### config.mk
export PLATFORM = sky130hd
export DESIGN_NAME = swd_auth_gate
export DESIGN_NICKNAME = d
export VERILOG_FILES = /design/src/rtl/swd_auth_gate.sv
export SDC_FILE = /design/constraint.sdc
export NUM_CORES = 1
export LEC_CHECK = 0
export CAP_MARGIN = 20
export CORE_MARGIN = 3
export CORE_UTILIZATION = 56
export CTS_CLUSTER_DIAMETER = 150
export DETAILED_ROUTE_END_ITERATION = 10
export PLACE_DENSITY_LB_ADDON = 0.3
export SETUP_SLACK_MARGIN = 0.05
export SLEW_MARGIN = 20
export SYNTH_ARGS = -nofsm -noshare
export SYNTH_HDL_FRONTEND = slang
export SYNTH_SLANG_ARGS = --single-unit
### constraint.sdc
create_clock -name clk -period 2 [get_ports clk]
set_input_delay 0.5 -clock clk [delete_from_list [all_inputs] [get_ports clk]]
set_output_delay 0.5 -clock clk [all_outputs]
set_load 0.05 [all_outputs]
### src/rtl/swd_auth_gate.sv
// -----------------------------------------------------------------------------
// swd_auth_gate
//
// Authentication front-end for the SWD passthrough. The operator host sends an
// unlock command byte (0xA5) followed by KEY_BYTES key bytes over a UART 8N1
// line. If the key matches the build-time KEY, the SWD passthrough is enabled
// for a session that ends on SWCLK inactivity or an explicit revoke byte
// (0x5A). MAX_FAILS consecutive wrong keys trigger a timed lockout during
// which all UART traffic is ignored.
//
// Parameters:
//   CLKS_PER_BIT        clock cycles per UART bit (minimum 4)
//   KEY_BYTES           key length in bytes
//   KEY                 expected key, MSB byte is sent first
//   SESSION_IDLE_CYCLES SWCLK-idle cycles before an open session closes
//   LOCKOUT_CYCLES      lockout duration in cycles
//   MAX_FAILS           consecutive mismatches that trigger lockout
//
// Ports:
//   clk         system clock
//   rst         synchronous, active-high reset
//   uart_rx     asynchronous UART line from the host, idle high
//   swclk_in    asynchronous SWCLK from the probe, activity monitoring only
//   swd_enable  enable to the passthrough stage (high only in OPEN)
//   led_status  copy of swd_enable for the status LED
//   auth_fail   one-cycle pulse per key mismatch
//   locked      high for the duration of a lockout
// -----------------------------------------------------------------------------
module swd_auth_gate #(
    parameter int                     CLKS_PER_BIT        = 104,
    parameter int                     KEY_BYTES           = 4,
    parameter logic [8*KEY_BYTES-1:0] KEY                 = 32'hC0DE_1234,
    parameter int                     SESSION_IDLE_CYCLES = 12_000_000,
    parameter int                     LOCKOUT_CYCLES      = 120_000_000,
    parameter int                     MAX_FAILS           = 3
) (
    input  logic clk,
    input  logic rst,
    input  logic uart_rx,
    input  logic swclk_in,
    output logic swd_enable,
    output logic led_status,
    output logic auth_fail,
    output logic locked
);

    // -------------------------------------------------------------------------
    // Widths and constants
    // -------------------------------------------------------------------------
    localparam int KEY_W  = 8 * KEY_BYTES;
    localparam int BIT_W  = $clog2(CLKS_PER_BIT) + 1;
    localparam int IDLE_W = $clog2(SESSION_IDLE_CYCLES) + 1;
    localparam int LOCK_W = $clog2(LOCKOUT_CYCLES) + 1;
    localparam int FAIL_W = $clog2(MAX_FAILS) + 1;
    localparam int IDX_W  = $clog2(KEY_BYTES) + 1;

    localparam logic [BIT_W-1:0]  HALF_BIT  = BIT_W'(CLKS_PER_BIT / 2 - 1);
    localparam logic [BIT_W-1:0]  FULL_BIT  = BIT_W'(CLKS_PER_BIT - 1);
    localparam logic [IDLE_W-1:0] IDLE_LOAD = IDLE_W'(SESSION_IDLE_CYCLES);
    localparam logic [LOCK_W-1:0] LOCK_LOAD = LOCK_W'(LOCKOUT_CYCLES);
    localparam logic [FAIL_W-1:0] FAIL_MAX  = FAIL_W'(MAX_FAILS);
    localparam logic [IDX_W-1:0]  LAST_IDX  = IDX_W'(KEY_BYTES - 1);

    localparam logic [7:0] CMD_UNLOCK = 8'hA5;
    localparam logic [7:0] CMD_REVOKE = 8'h5A;

    // -------------------------------------------------------------------------
    // Input synchronizers and edge detectors
    // -------------------------------------------------------------------------
    logic uart_meta, uart_s, uart_prev;
    logic swclk_meta, swclk_s, swclk_prev;

    // NOTE: sequential state uses non-blocking assignments so every flop
    // samples the pre-edge value; blocking here would collapse the chain.
    always_ff @(posedge clk) begin
        if (rst) begin
            uart_meta  <= 1'b1;
            uart_s     <= 1'b1;
            uart_prev  <= 1'b1;
            swclk_meta <= 1'b0;
            swclk_s    <= 1'b0;
            swclk_prev <= 1'b0;
        end else begin
            uart_meta  <= uart_rx;
            uart_s     <= uart_meta;
            uart_prev  <= uart_s;
            swclk_meta <= swclk_in;
            swclk_s    <= swclk_meta;
            swclk_prev <= swclk_s;
        end
    end

    logic uart_fall;
    logic swclk_rise;

    assign uart_fall  = uart_prev & ~uart_s;
    assign swclk_rise = swclk_s & ~swclk_prev;

    // -------------------------------------------------------------------------
    // UART 8N1 receiver
    // -------------------------------------------------------------------------
    typedef enum logic [1:0] {
        RX_IDLE,
        RX_START,
        RX_DATA,
        RX_STOP
    } rx_state_t;

    rx_state_t        rx_state, rx_state_d;
    logic [BIT_W-1:0] rx_cnt, rx_cnt_d;
    logic [2:0]       rx_bit_idx, rx_bit_idx_d;
    logic [7:0]       rx_shift, rx_shift_d;
    logic             rx_valid, rx_valid_d;
    logic             frame_err, frame_err_d;
    logic [7:0]       rx_byte;

    // The shift register is only touched during data bits, so it still holds
    // the completed byte in the cycle rx_valid is high.
    assign rx_byte = rx_shift;

    always_ff @(posedge clk) begin
        if (rst) begin
            rx_state   <= RX_IDLE;
            rx_cnt     <= '0;
            rx_bit_idx <= '0;
            rx_shift   <= '0;
            rx_valid   <= 1'b0;
            frame_err  <= 1'b0;
        end else begin
            rx_state   <= rx_state_d;
            rx_cnt     <= rx_cnt_d;
            rx_bit_idx <= rx_bit_idx_d;
            rx_shift   <= rx_shift_d;
            rx_valid   <= rx_valid_d;
            frame_err  <= frame_err_d;
        end
    end

    always_comb begin
        // NOTE: every signal assigned here gets a default first, otherwise the
        // paths that leave it untouched would infer a latch.
        rx_state_d   = rx_state;
        rx_cnt_d     = rx_cnt;
        rx_bit_idx_d = rx_bit_idx;
        rx_shift_d   = rx_shift;
        rx_valid_d   = 1'b0;
        frame_err_d  = 1'b0;

        unique case (rx_state)
            RX_IDLE: begin
                if (uart_fall) begin
                    rx_state_d = RX_START;
                    rx_cnt_d   = '0;
                end
            end

            // Mid-bit check of the start bit filters glitches on the line.
            RX_START: begin
                if (rx_cnt == HALF_BIT) begin
                    rx_cnt_d     = '0;
                    rx_bit_idx_d = '0;
                    rx_state_d   = uart_s ? RX_IDLE : RX_DATA;
                end else begin
                    rx_cnt_d = rx_cnt + BIT_W'(1);
                end
            end

            RX_DATA: begin
                if (rx_cnt == FULL_BIT) begin
                    rx_cnt_d   = '0;
                    rx_shift_d = {uart_s, rx_shift[7:1]};   // LSB arrives first
                    if (rx_bit_idx == 3'd7) begin
                        rx_state_d = RX_STOP;
                    end else begin
                        rx_bit_idx_d = rx_bit_idx + 3'd1;
                    end
                end else begin
                    rx_cnt_d = rx_cnt + BIT_W'(1);
                end
            end

            RX_STOP: begin
                if (rx_cnt == FULL_BIT) begin
                    rx_cnt_d    = '0;
                    rx_state_d  = RX_IDLE;
                    rx_valid_d  = uart_s;
                    frame_err_d = ~uart_s;
                end else begin
                    rx_cnt_d = rx_cnt + BIT_W'(1);
                end
            end

            default: rx_state_d = RX_IDLE;
        endcase
    end

    // -------------------------------------------------------------------------
    // Control FSM
    // -------------------------------------------------------------------------
    typedef enum logic [2:0] {
        ST_IDLE,
        ST_KEY,
        ST_CHECK,
        ST_OPEN,
        ST_LOCKED
    } state_t;

    state_t            state, state_d;
    logic [KEY_W-1:0]  key_sr, key_sr_d;
    logic [IDX_W-1:0]  byte_idx, byte_idx_d;
    logic [FAIL_W-1:0] fail_cnt, fail_cnt_d;
    logic [FAIL_W-1:0] fail_next;
    logic [IDLE_W-1:0] idle_cnt, idle_cnt_d;
    logic [LOCK_W-1:0] lock_cnt, lock_cnt_d;
    logic              auth_fail_d;

    always_ff @(posedge clk) begin
        if (rst) begin
            state     <= ST_IDLE;
            key_sr    <= '0;
            byte_idx  <= '0;
            fail_cnt  <= '0;
            idle_cnt  <= '0;
            lock_cnt  <= '0;
            auth_fail <= 1'b0;
        end else begin
            state     <= state_d;
            key_sr    <= key_sr_d;
            byte_idx  <= byte_idx_d;
            fail_cnt  <= fail_cnt_d;
            idle_cnt  <= idle_cnt_d;
            lock_cnt  <= lock_cnt_d;
            auth_fail <= auth_fail_d;
        end
    end

    always_comb begin
        state_d     = state;
        key_sr_d    = key_sr;
        byte_idx_d  = byte_idx;
        fail_cnt_d  = fail_cnt;
        idle_cnt_d  = idle_cnt;
        lock_cnt_d  = lock_cnt;
        auth_fail_d = 1'b0;
        fail_next   = fail_cnt + FAIL_W'(1);

        unique case (state)
            ST_IDLE: begin
                if (rx_valid && rx_byte == CMD_UNLOCK) begin
                    state_d    = ST_KEY;
                    byte_idx_d = '0;
                    key_sr_d   = '0;
                end
            end

            // Every byte here is key material, including 0xA5. A corrupted
            // frame abandons the attempt without charging a failure, since a
            // line error says nothing about whether the host knows the key.
            ST_KEY: begin
                if (frame_err) begin
                    state_d = ST_IDLE;
                end else if (rx_valid) begin
                    key_sr_d = (key_sr << 8) | KEY_W'(rx_byte);
                    if (byte_idx == LAST_IDX) begin
                        state_d = ST_CHECK;
                    end else begin
                        byte_idx_d = byte_idx + IDX_W'(1);
                    end
                end
            end

            ST_CHECK: begin
                if (key_sr == KEY) begin
                    state_d    = ST_OPEN;
                    fail_cnt_d = '0;
                    idle_cnt_d = IDLE_LOAD;
                end else begin
                    auth_fail_d = 1'b1;
                    if (fail_next == FAIL_MAX) begin
                        state_d    = ST_LOCKED;
                        lock_cnt_d = LOCK_LOAD;
                        fail_cnt_d = '0;
                    end else begin
                        state_d    = ST_IDLE;
                        fail_cnt_d = fail_next;
                    end
                end
            end

            // Priority: revoke, then SWCLK activity, then timeout. An edge in
            // the same cycle the counter would expire keeps the session open.
            ST_OPEN: begin
                if (rx_valid && rx_byte == CMD_REVOKE) begin
                    state_d    = ST_IDLE;
                    idle_cnt_d = '0;
                end else if (swclk_rise) begin
                    idle_cnt_d = IDLE_LOAD;
                end else if (idle_cnt <= IDLE_W'(1)) begin
                    state_d    = ST_IDLE;
                    idle_cnt_d = '0;
                end else begin
                    idle_cnt_d = idle_cnt - IDLE_W'(1);
                end
            end

            // Leaving when the counter steps from 1 to 0 keeps 'locked' high
            // for exactly LOCKOUT_CYCLES cycles.
            ST_LOCKED: begin
                if (lock_cnt <= LOCK_W'(1)) begin
                    state_d    = ST_IDLE;
                    lock_cnt_d = '0;
                end else begin
                    lock_cnt_d = lock_cnt - LOCK_W'(1);
                end
            end

            default: state_d = ST_IDLE;
        endcase
    end

    // -------------------------------------------------------------------------
    // Outputs, decoded from the registered state so they are glitch-free
    // -------------------------------------------------------------------------
    assign swd_enable = (state == ST_OPEN);
    assign led_status = swd_enable;
    assign locked     = (state == ST_LOCKED);

endmodule
Word level (Yosys, flattened, before mapping)
Index checks and enable logic that the tools add are counted.
- mux-type cells: 47
- reductions and logical operators: 19
- eq/ne operators: 33
- magnitude comparators: 2
- add/subtract/negate cells: 6
- bitwise logic cells: 8
- divide/modulo/power cells: 0
- multiply operators: 0
- shifts and indexed selects: 0
- operators by type and width (operator ; number):
    two-way mux 25 bit ; 4
    two-way mux 32 bit ; 3
    two-way mux 28 bit ; 3
    case mux 32 bit (2 select lines) ; 1
    two-way mux 3 bit ; 19
    case mux 28 bit (2 select lines) ; 1
    case mux 25 bit (2 select lines) ; 1
    equality test 32 bit, second input constant ; 1
    OR 32 x 8 -> 32 bit ; 1
    <= comparator 28 x 1 -> 1 bit, second input constant ; 1
    subtractor 28 x 1 -> 28 bit, second input constant ; 1
    != test 2 bit, second input constant ; 13
    <= comparator 25 x 1 -> 1 bit, second input constant ; 1
    subtractor 25 x 1 -> 25 bit, second input constant ; 1
    two-way mux 8 bit ; 3
    case mux 8 bit (3 select lines) ; 1
    equality test 8 x 7 -> 1 bit, second input constant ; 2
    case mux 3 bit (5 select lines) ; 1
    equality test 3 x 2 -> 1 bit, second input constant ; 4
    two-way mux 2 bit ; 6
    case mux 3 bit (2 select lines) ; 2
    AND reduction 5 bit ; 2
    adder 3 x 1 -> 3 bit, second input constant ; 3
    adder 8 x 1 -> 8 bit, second input constant ; 1
    24 further kinds ; 39
- memories: 0
- logic and storage cells: 134
- input bits: 4
- memory bits (read-only): 0
- bits in writable memories: 0
- output and inout bits: 4
- register bits after elaboration: 124
- latch bits: 0

Depth between registers and ports, before layout
- depth after elaboration: 5
- mapped depth: 9
- gate-level depth less buffers: 8

Worst setup path before layout
No wires, ideal clock.
- path kind: reg2reg
- from: register rx_cnt[0]
- to: register rx_bit_idx[0]
- clock period less this slack: 2.190 ns
- stages on the path, launching flop included: 9
- required time: 1.930 ns
- buffers on the path: 1
- setup time: 0.070 ns
- arrival: 2.120 ns
- slack: -0.190 ns
- cells stage by stage: dfxtp_1 ha_1 or3b_1 nor4b_4 mux2_2 buf_4 nand2_1 or3_1 a21oi_1
- cells in the longest elaborated chain, start to end: 3
- elaborated cells on any way between the ends: 5
- classes of those cells: eq/ne: 4; reduce/logical: 1
- RTL lines (element ; RTL line ; source):
    from (decl) ; 110 ; logic [BIT_W-1:0] rx_cnt, rx_cnt_d;
    from (signal assigned) ; 131 ; rx_cnt <= rx_cnt_d;
    equality test 8 x 7 -> 1 bit / equality test 8 x 6 -> 1 bit (equally long branches) ; 169, 159 ;
    != test 2 bit (no source line) ; - ;
    AND reduction 4 bit (no source line) (*) ; - ;
    to (signal assigned) ; 132 ; rx_bit_idx <= rx_bit_idx_d;
    to (decl) ; 111 ; logic [2:0] rx_bit_idx, rx_bit_idx_d;
Every way passes the cells marked *; elsewhere a longest branch is shown, timed or not.
A chain may end at the register's enable or synchronous reset.

Worst setup path in the final report
- from: register lock_cnt[2]
- to: register lock_cnt[2]
- cells in the longest elaborated chain, start to end: 3
- elaborated cells on any way between the ends: 4
- classes of those cells: add/sub: 1; order compare: 1; mux: 2
- RTL lines (element ; RTL line ; source):
    from (decl) ; 214 ; logic [LOCK_W-1:0] lock_cnt, lock_cnt_d;
    from (signal assigned) ; 232 ; lock_cnt <= lock_cnt_d;
    subtractor 28 x 1 -> 28 bit / <= comparator 28 x 1 -> 1 bit (equally long branches) ; 313, 309 ;
    two-way mux 28 bit (*) ; 309 ; if (lock_cnt <= LOCK_W'(1)) begin
    case mux 28 bit (2 select lines) (*) ; 247 ; unique case (state)
Marked as above.

==> impl_results.html <==
<table>
<tr><th>Metric</th><th>Value</th></tr>
<tr><th colspan="2">Pwr</th></tr>
<tr><td>Worst ir drop on vdd</td><td>605 uV</td></tr>
<tr><td>Static leakage</td><td>3.01 nW</td></tr>
<tr><td>Total power density per cell area</td><td>708 nW/um^2</td></tr>
<tr><th colspan="2">Setup path</th></tr>
<tr><td>Setup Crit Path Kind</td><td>flop to flop</td></tr>
<tr><td>Startpoint of the most critical setup path</td><td>lock_cnt[2]$_SDFFE_PP0P_</td></tr>
<tr><td>Kind of capture point of the worst setup path</td><td>flop</td></tr>
<tr><td>Worst-path cell chain</td><td>or4_4, nor3_4, nand3_2, o41ai_4, nand2b_4, buf_8, nor2_1</td></tr>
<tr><td>Reg2reg start</td><td>lock_cnt[2]$_SDFFE_PP0P_</td></tr>
<tr><td>Maximum net fanout on the critical path</td><td>8</td></tr>
<tr><td>CP peak stage delay</td><td>550 ps</td></tr>
<tr><td>Critical path arrival</td><td>about 2600 ps</td></tr>
<tr><td>Data required time of the critical path</td><td>approximately 2400 ps</td></tr>
<tr><td>Crit path max-delay cell type</td><td>or4_4</td></tr>
<tr><td>Crit start category</td><td>flop</td></tr>
<tr><th colspan="2">Floorplanning</th></tr>
<tr><td>Rows</td><td>36</td></tr>
<tr><td>Die X-Extent</td><td>108 um</td></tr>
<tr><td>Die Area</td><td>11700 sq um</td></tr>
<tr><td>Initial cell density of the core</td><td>58.7%</td></tr>
<tr><td>Number of top-level design ports</td><td>8</td></tr>
<tr><td>Die height</td><td>108 um</td></tr>
<tr><td>Area of the core</td><td>10000 sq um</td></tr>
<tr><th colspan="2">Timing</th></tr>
<tr><td>Setup Skew</td><td>6.63 ps</td></tr>
<tr><td>Relative max-transition margin</td><td>61.1%</td></tr>
<tr><td>Worst-case setup margin in the final layout</td><td>-157 ps</td></tr>
<tr><td>Setup repair after global routing missed its margin</td><td>yes</td></tr>
<tr><td>Final Max Slew Viols</td><td>0</td></tr>
<tr><td>Count of endpoints failing hold in the final timing report</td><td>0</td></tr>
<tr><td>Tcrit/Tclk final</td><td>108%</td></tr>
<tr><td>Final number of setup-violating endpoints</td><td>41</td></tr>
<tr><td>Pin slew with the least headroom to its limit</td><td>577 ps</td></tr>
<tr><td>Fmax</td><td>0.464 GHz</td></tr>
<tr><td>Min Tclk post-route</td><td>2160 ps</td></tr>
<tr><th colspan="2">Clocking</th></tr>
<tr><td>Number of buffers inserted by hold repair at cts</td><td>0</td></tr>
<tr><td>Clock Latency Late Sink</td><td>about 530 ps</td></tr>
<tr><td>Cell at the root of the clock tree</td><td>clkbuf_8</td></tr>
<tr><td>Clock slew at the register clock pins of the worst setup and hold paths</td><td>about 60 ps</td></tr>
<tr><td>Sinks on Clock Net</td><td>124</td></tr>
<tr><td># H-tree levels</td><td>4</td></tr>
<tr><td>Maximum clock path buffer count</td><td>2</td></tr>
<tr><td>Cts bufs inserted</td><td>17</td></tr>
<tr><td>CTS tree</td><td>yes</td></tr>
<tr><th colspan="2">Place</th></tr>
<tr><td>Sum of net half-perimeters after detailed placement</td><td>9620 um</td></tr>
<tr><td>Placed cells</td><td>between 900 and 1000</td></tr>
<tr><td>Final weighted congestion of routability-driven global placement</td><td>0.928</td></tr>
<tr><td>Count of buffers inserted at the top-level ports</td><td>7</td></tr>
<tr><th colspan="2">Global routing</th></tr>
<tr><td>Maximum number of pins on one net before global-route repair</td><td>52</td></tr>
<tr><td>Antenna violations before repair</td><td>0</td></tr>
<tr><td>Number of global-route vias before repair</td><td>5724</td></tr>
<tr><td>First-pass GRT wire length</td><td>26900 um</td></tr>
<tr><td>Total global-route track usage</td><td>28.8%</td></tr>
<tr><td>Global route overflow</td><td>0</td></tr>
<tr><th colspan="2">Hold path</th></tr>
<tr><td>Critical hold path startpoint</td><td>rst</td></tr>
<tr><td>Worst hold path type</td><td>primary input to flop</td></tr>
<tr><th colspan="2">Routing</th></tr>
<tr><td>Number of vias in the routed layout</td><td>5937</td></tr>
<tr><td>DRC violations left</td><td>0</td></tr>
<tr><td>Remaining number of nets flagged by the antenna check after routing</td><td>0</td></tr>
<tr><td>Avg WL per Cell</td><td>about 18 um</td></tr>
<tr><td>Vias per std cell</td><td>6.19</td></tr>
<tr><td>WL final</td><td>roughly 17000 um</td></tr>
<tr><td>Pre-Repair DR Iteration Count</td><td>5</td></tr>
<tr><td>Iteration-0 DRC count of the detailed router</td><td>472</td></tr>
<tr><th colspan="2">Synth</th></tr>
<tr><td>Post-Synthesis Cells</td><td>a little over 700</td></tr>
<tr><td>Number of warnings reported in the yosys synthesis log</td><td>0</td></tr>
<tr><td>Post-synthesis register bit count</td><td>124</td></tr>
<tr><td>Post-synthesis instance area</td><td>approximately 5900 sq um</td></tr>
<tr><td>Number of enable flip-flop cells after synthesis</td><td>0</td></tr>
<tr><td>Mean instance size in the synthesized netlist</td><td>around 8 sq um</td></tr>
<tr><td>Sequential-to-total area share from yosys stat</td><td>42.3%</td></tr>
<tr><td>Primary FF master, synth</td><td>dfxtp_1</td></tr>
<tr><td>Net count of the mapped netlist</td><td>730</td></tr>
<tr><td>Number of unique standard cell types used by synthesis</td><td>62</td></tr>
<tr><td>Fraction of registers with async set/reset</td><td>0%</td></tr>
<tr><th colspan="2">Final layout</th></tr>
<tr><td>Layout overhead on the synthesized area</td><td>34.6%</td></tr>
<tr><td>Utilization after layout</td><td>79.0%</td></tr>
<tr><td>NumNets Final</td><td>830</td></tr>
<tr><td>Ratio of cells with drive above 1 in the final layout</td><td>30.4%</td></tr>
<tr><td>Cell Count, Final, Fillers Out</td><td>959</td></tr>
<tr><td>Count of antenna diodes in the layout</td><td>0</td></tr>
<tr><th colspan="2">Status</th></tr>
<tr><td>Run status</td><td>complete, but fails checks</td></tr>
<tr><td>Violated checks</td><td>negative setup slack</td></tr>
<tr><th colspan="2">Flow run</th></tr>
<tr><td>Total of max-cap violations</td><td>0</td></tr>
</table>
==> layer usage <==
metal,up-vias,global-route usage (%),share of wire (%)
met2,269,48.7,50
met4,0,13.5,3.4
met5,-,0,0
met1,2835,34.0,40
li1,2770,-,-
met3,63,7.64,6.8
==> stage by stage <==
stage          hold slack (ps)  total power, mW  setup slack, ps  TNS (ps)  area, sq um
2_1_floorplan              389             2.64            -36.6      -390         5940
3_3_place_gp               415             2.67             1.80         0         6720
3_5_place_dp               412             2.67            -91.0     -1340         6720
4_1_cts                    395             5.60            -88.8     -1820         7610
5_1_grt                    441             5.75             -200     -6620         7900
6_report                   421             5.59             -157     -3840         7900
==> cells in the final DEF (no fill, tap or decap), types with 10 or more instances in the layout <==
cell type and instances:
nand2_1 73, clkbuf_16 16, nor4_1 11, xnor2_1 11, nand3_1 43, a21oi_1 73, buf_4 100, nor2_1 56
nor3_1 22, inv_1 17, a31oi_1 13, dfxtp_1 113, mux2i_1 10, dfxtp_2 11, o21ai_0 21
==> synthesized netlist by cell type (all sizes together) (2+ instances only) <==
master | count | area (sq um)
dfxtp | 124 | 2480
a21oi | 78 | 390
nand2 | 78 | 293
nor2 | 73 | 279
nand3 | 49 | 255
clkbuf | 30 | 113
nor3 | 30 | 178
o21ai | 28 | 140
inv | 19 | 71.3
nor4 | 17 | 119
a31oi | 13 | 81.3
mux2i | 12 | 120
ha | 11 | 138
xnor2 | 11 | 96.3
nand4 | 9 | 56.3
nor2b | 9 | 56.3
buf | 8 | 68.8
or3 | 8 | 55.1
or4 | 8 | 63.8
xor2 | 8 | 70.1
a211oi | 7 | 52.6
and2 | 7 | 43.8
a21o | 6 | 45.0
nand3b | 6 | 45.0
nor4b | 6 | 67.6
a22o | 5 | 43.8
a32oi | 5 | 43.8
nand2b | 5 | 31.3
and3 | 4 | 25.0
nor3b | 4 | 30.0
nor4bb | 4 | 40.0
o31ai | 4 | 30.0
or2 | 4 | 25.0
or3b | 4 | 35.0
o22ai | 3 | 18.8
o41ai | 3 | 33.8
and4b | 2 | 20.0
o2111ai | 2 | 17.5
o21a | 2 | 15.0
==> flip-flops by register name, summed over array words and instances, names as in the netlist, 3 cells and up, named ones only <==
name,flops
fail_cnt,3
state,3
rx_bit_idx,3
rx_cnt,8
byte_idx,3
key_sr,32
rx_byte,8
idle_cnt,25
lock_cnt,28
==> worst max-delay path, delay by kind of cell (launching register included) <==
family / cells / cell delay, ps
compound gates: 1 / 370
buf+inv: 1 / 150
flops: 1 / 330
simple gates: 5 / 1200
==> repair_timing <==
item,in CTS,in global routing
gates cloned,1,0
pin swaps,31,26
endpoints found under the hold margin,0,0
buffers inserted,19,6
gates resized for setup,46,66
endpoints found under the setup margin,52,80
==> kinds of logic (layout without fill, tap and decap cells) <==
logic type	after synthesis	count (layout)	synth area share, %
AOI/OAI and AO/OA	162	162	16.4
xor gates and xnor gates	19	19	2.84
and+or+nand+nor	329	330	29.6
DFF	124	124	42.3
adders and majority gates	11	11	2.35
buffers and inverters	57	167	4.31
muxes	13	13	2.24
==> cell type report <==
| class | count | area, sq um |
|---|---|---|
| inverter | 19 | 80.1 |
| multi-input combinational | 535 | 3590 |
| fill | 618 | 2100 |
| tap | 133 | 166 |
| clock buffer | 19 | 442 |
| timing repair buffer | 118 | 1010 |
| sequential | 124 | 2500 |
| clock inverter | 11 | 121 |
==> worst paths after layout <==
| check | endpoint | slack (ps) | depth (start not counted) |
|---|---|---|---|
| max reg2reg | lock_cnt[2]$_SDFFE_PP0P_ | -160 | 7 |
| max | lock_cnt[2]$_SDFFE_PP0P_ | -160 | 7 |
| min | idle_cnt[14]$_SDFFE_PP0P_ | 420 | 3 |
| min reg2reg | uart_s$_SDFF_PP1_ | 430 | 1 |
==> power by group <==
| part | leakage [nW] | switching, mW | internal (mW) | total, mW |
|---|---|---|---|---|
| Sequential | 1.01 | 0.00844 | 2.48 | 2.49 |
| Combinational | 1.74 | 0.112 | 0.0705 | 0.183 |
| Clock | 0.264 | 1.10 | 1.81 | 2.92 |
Note: power is estimated with default switching activity, not from simulation.
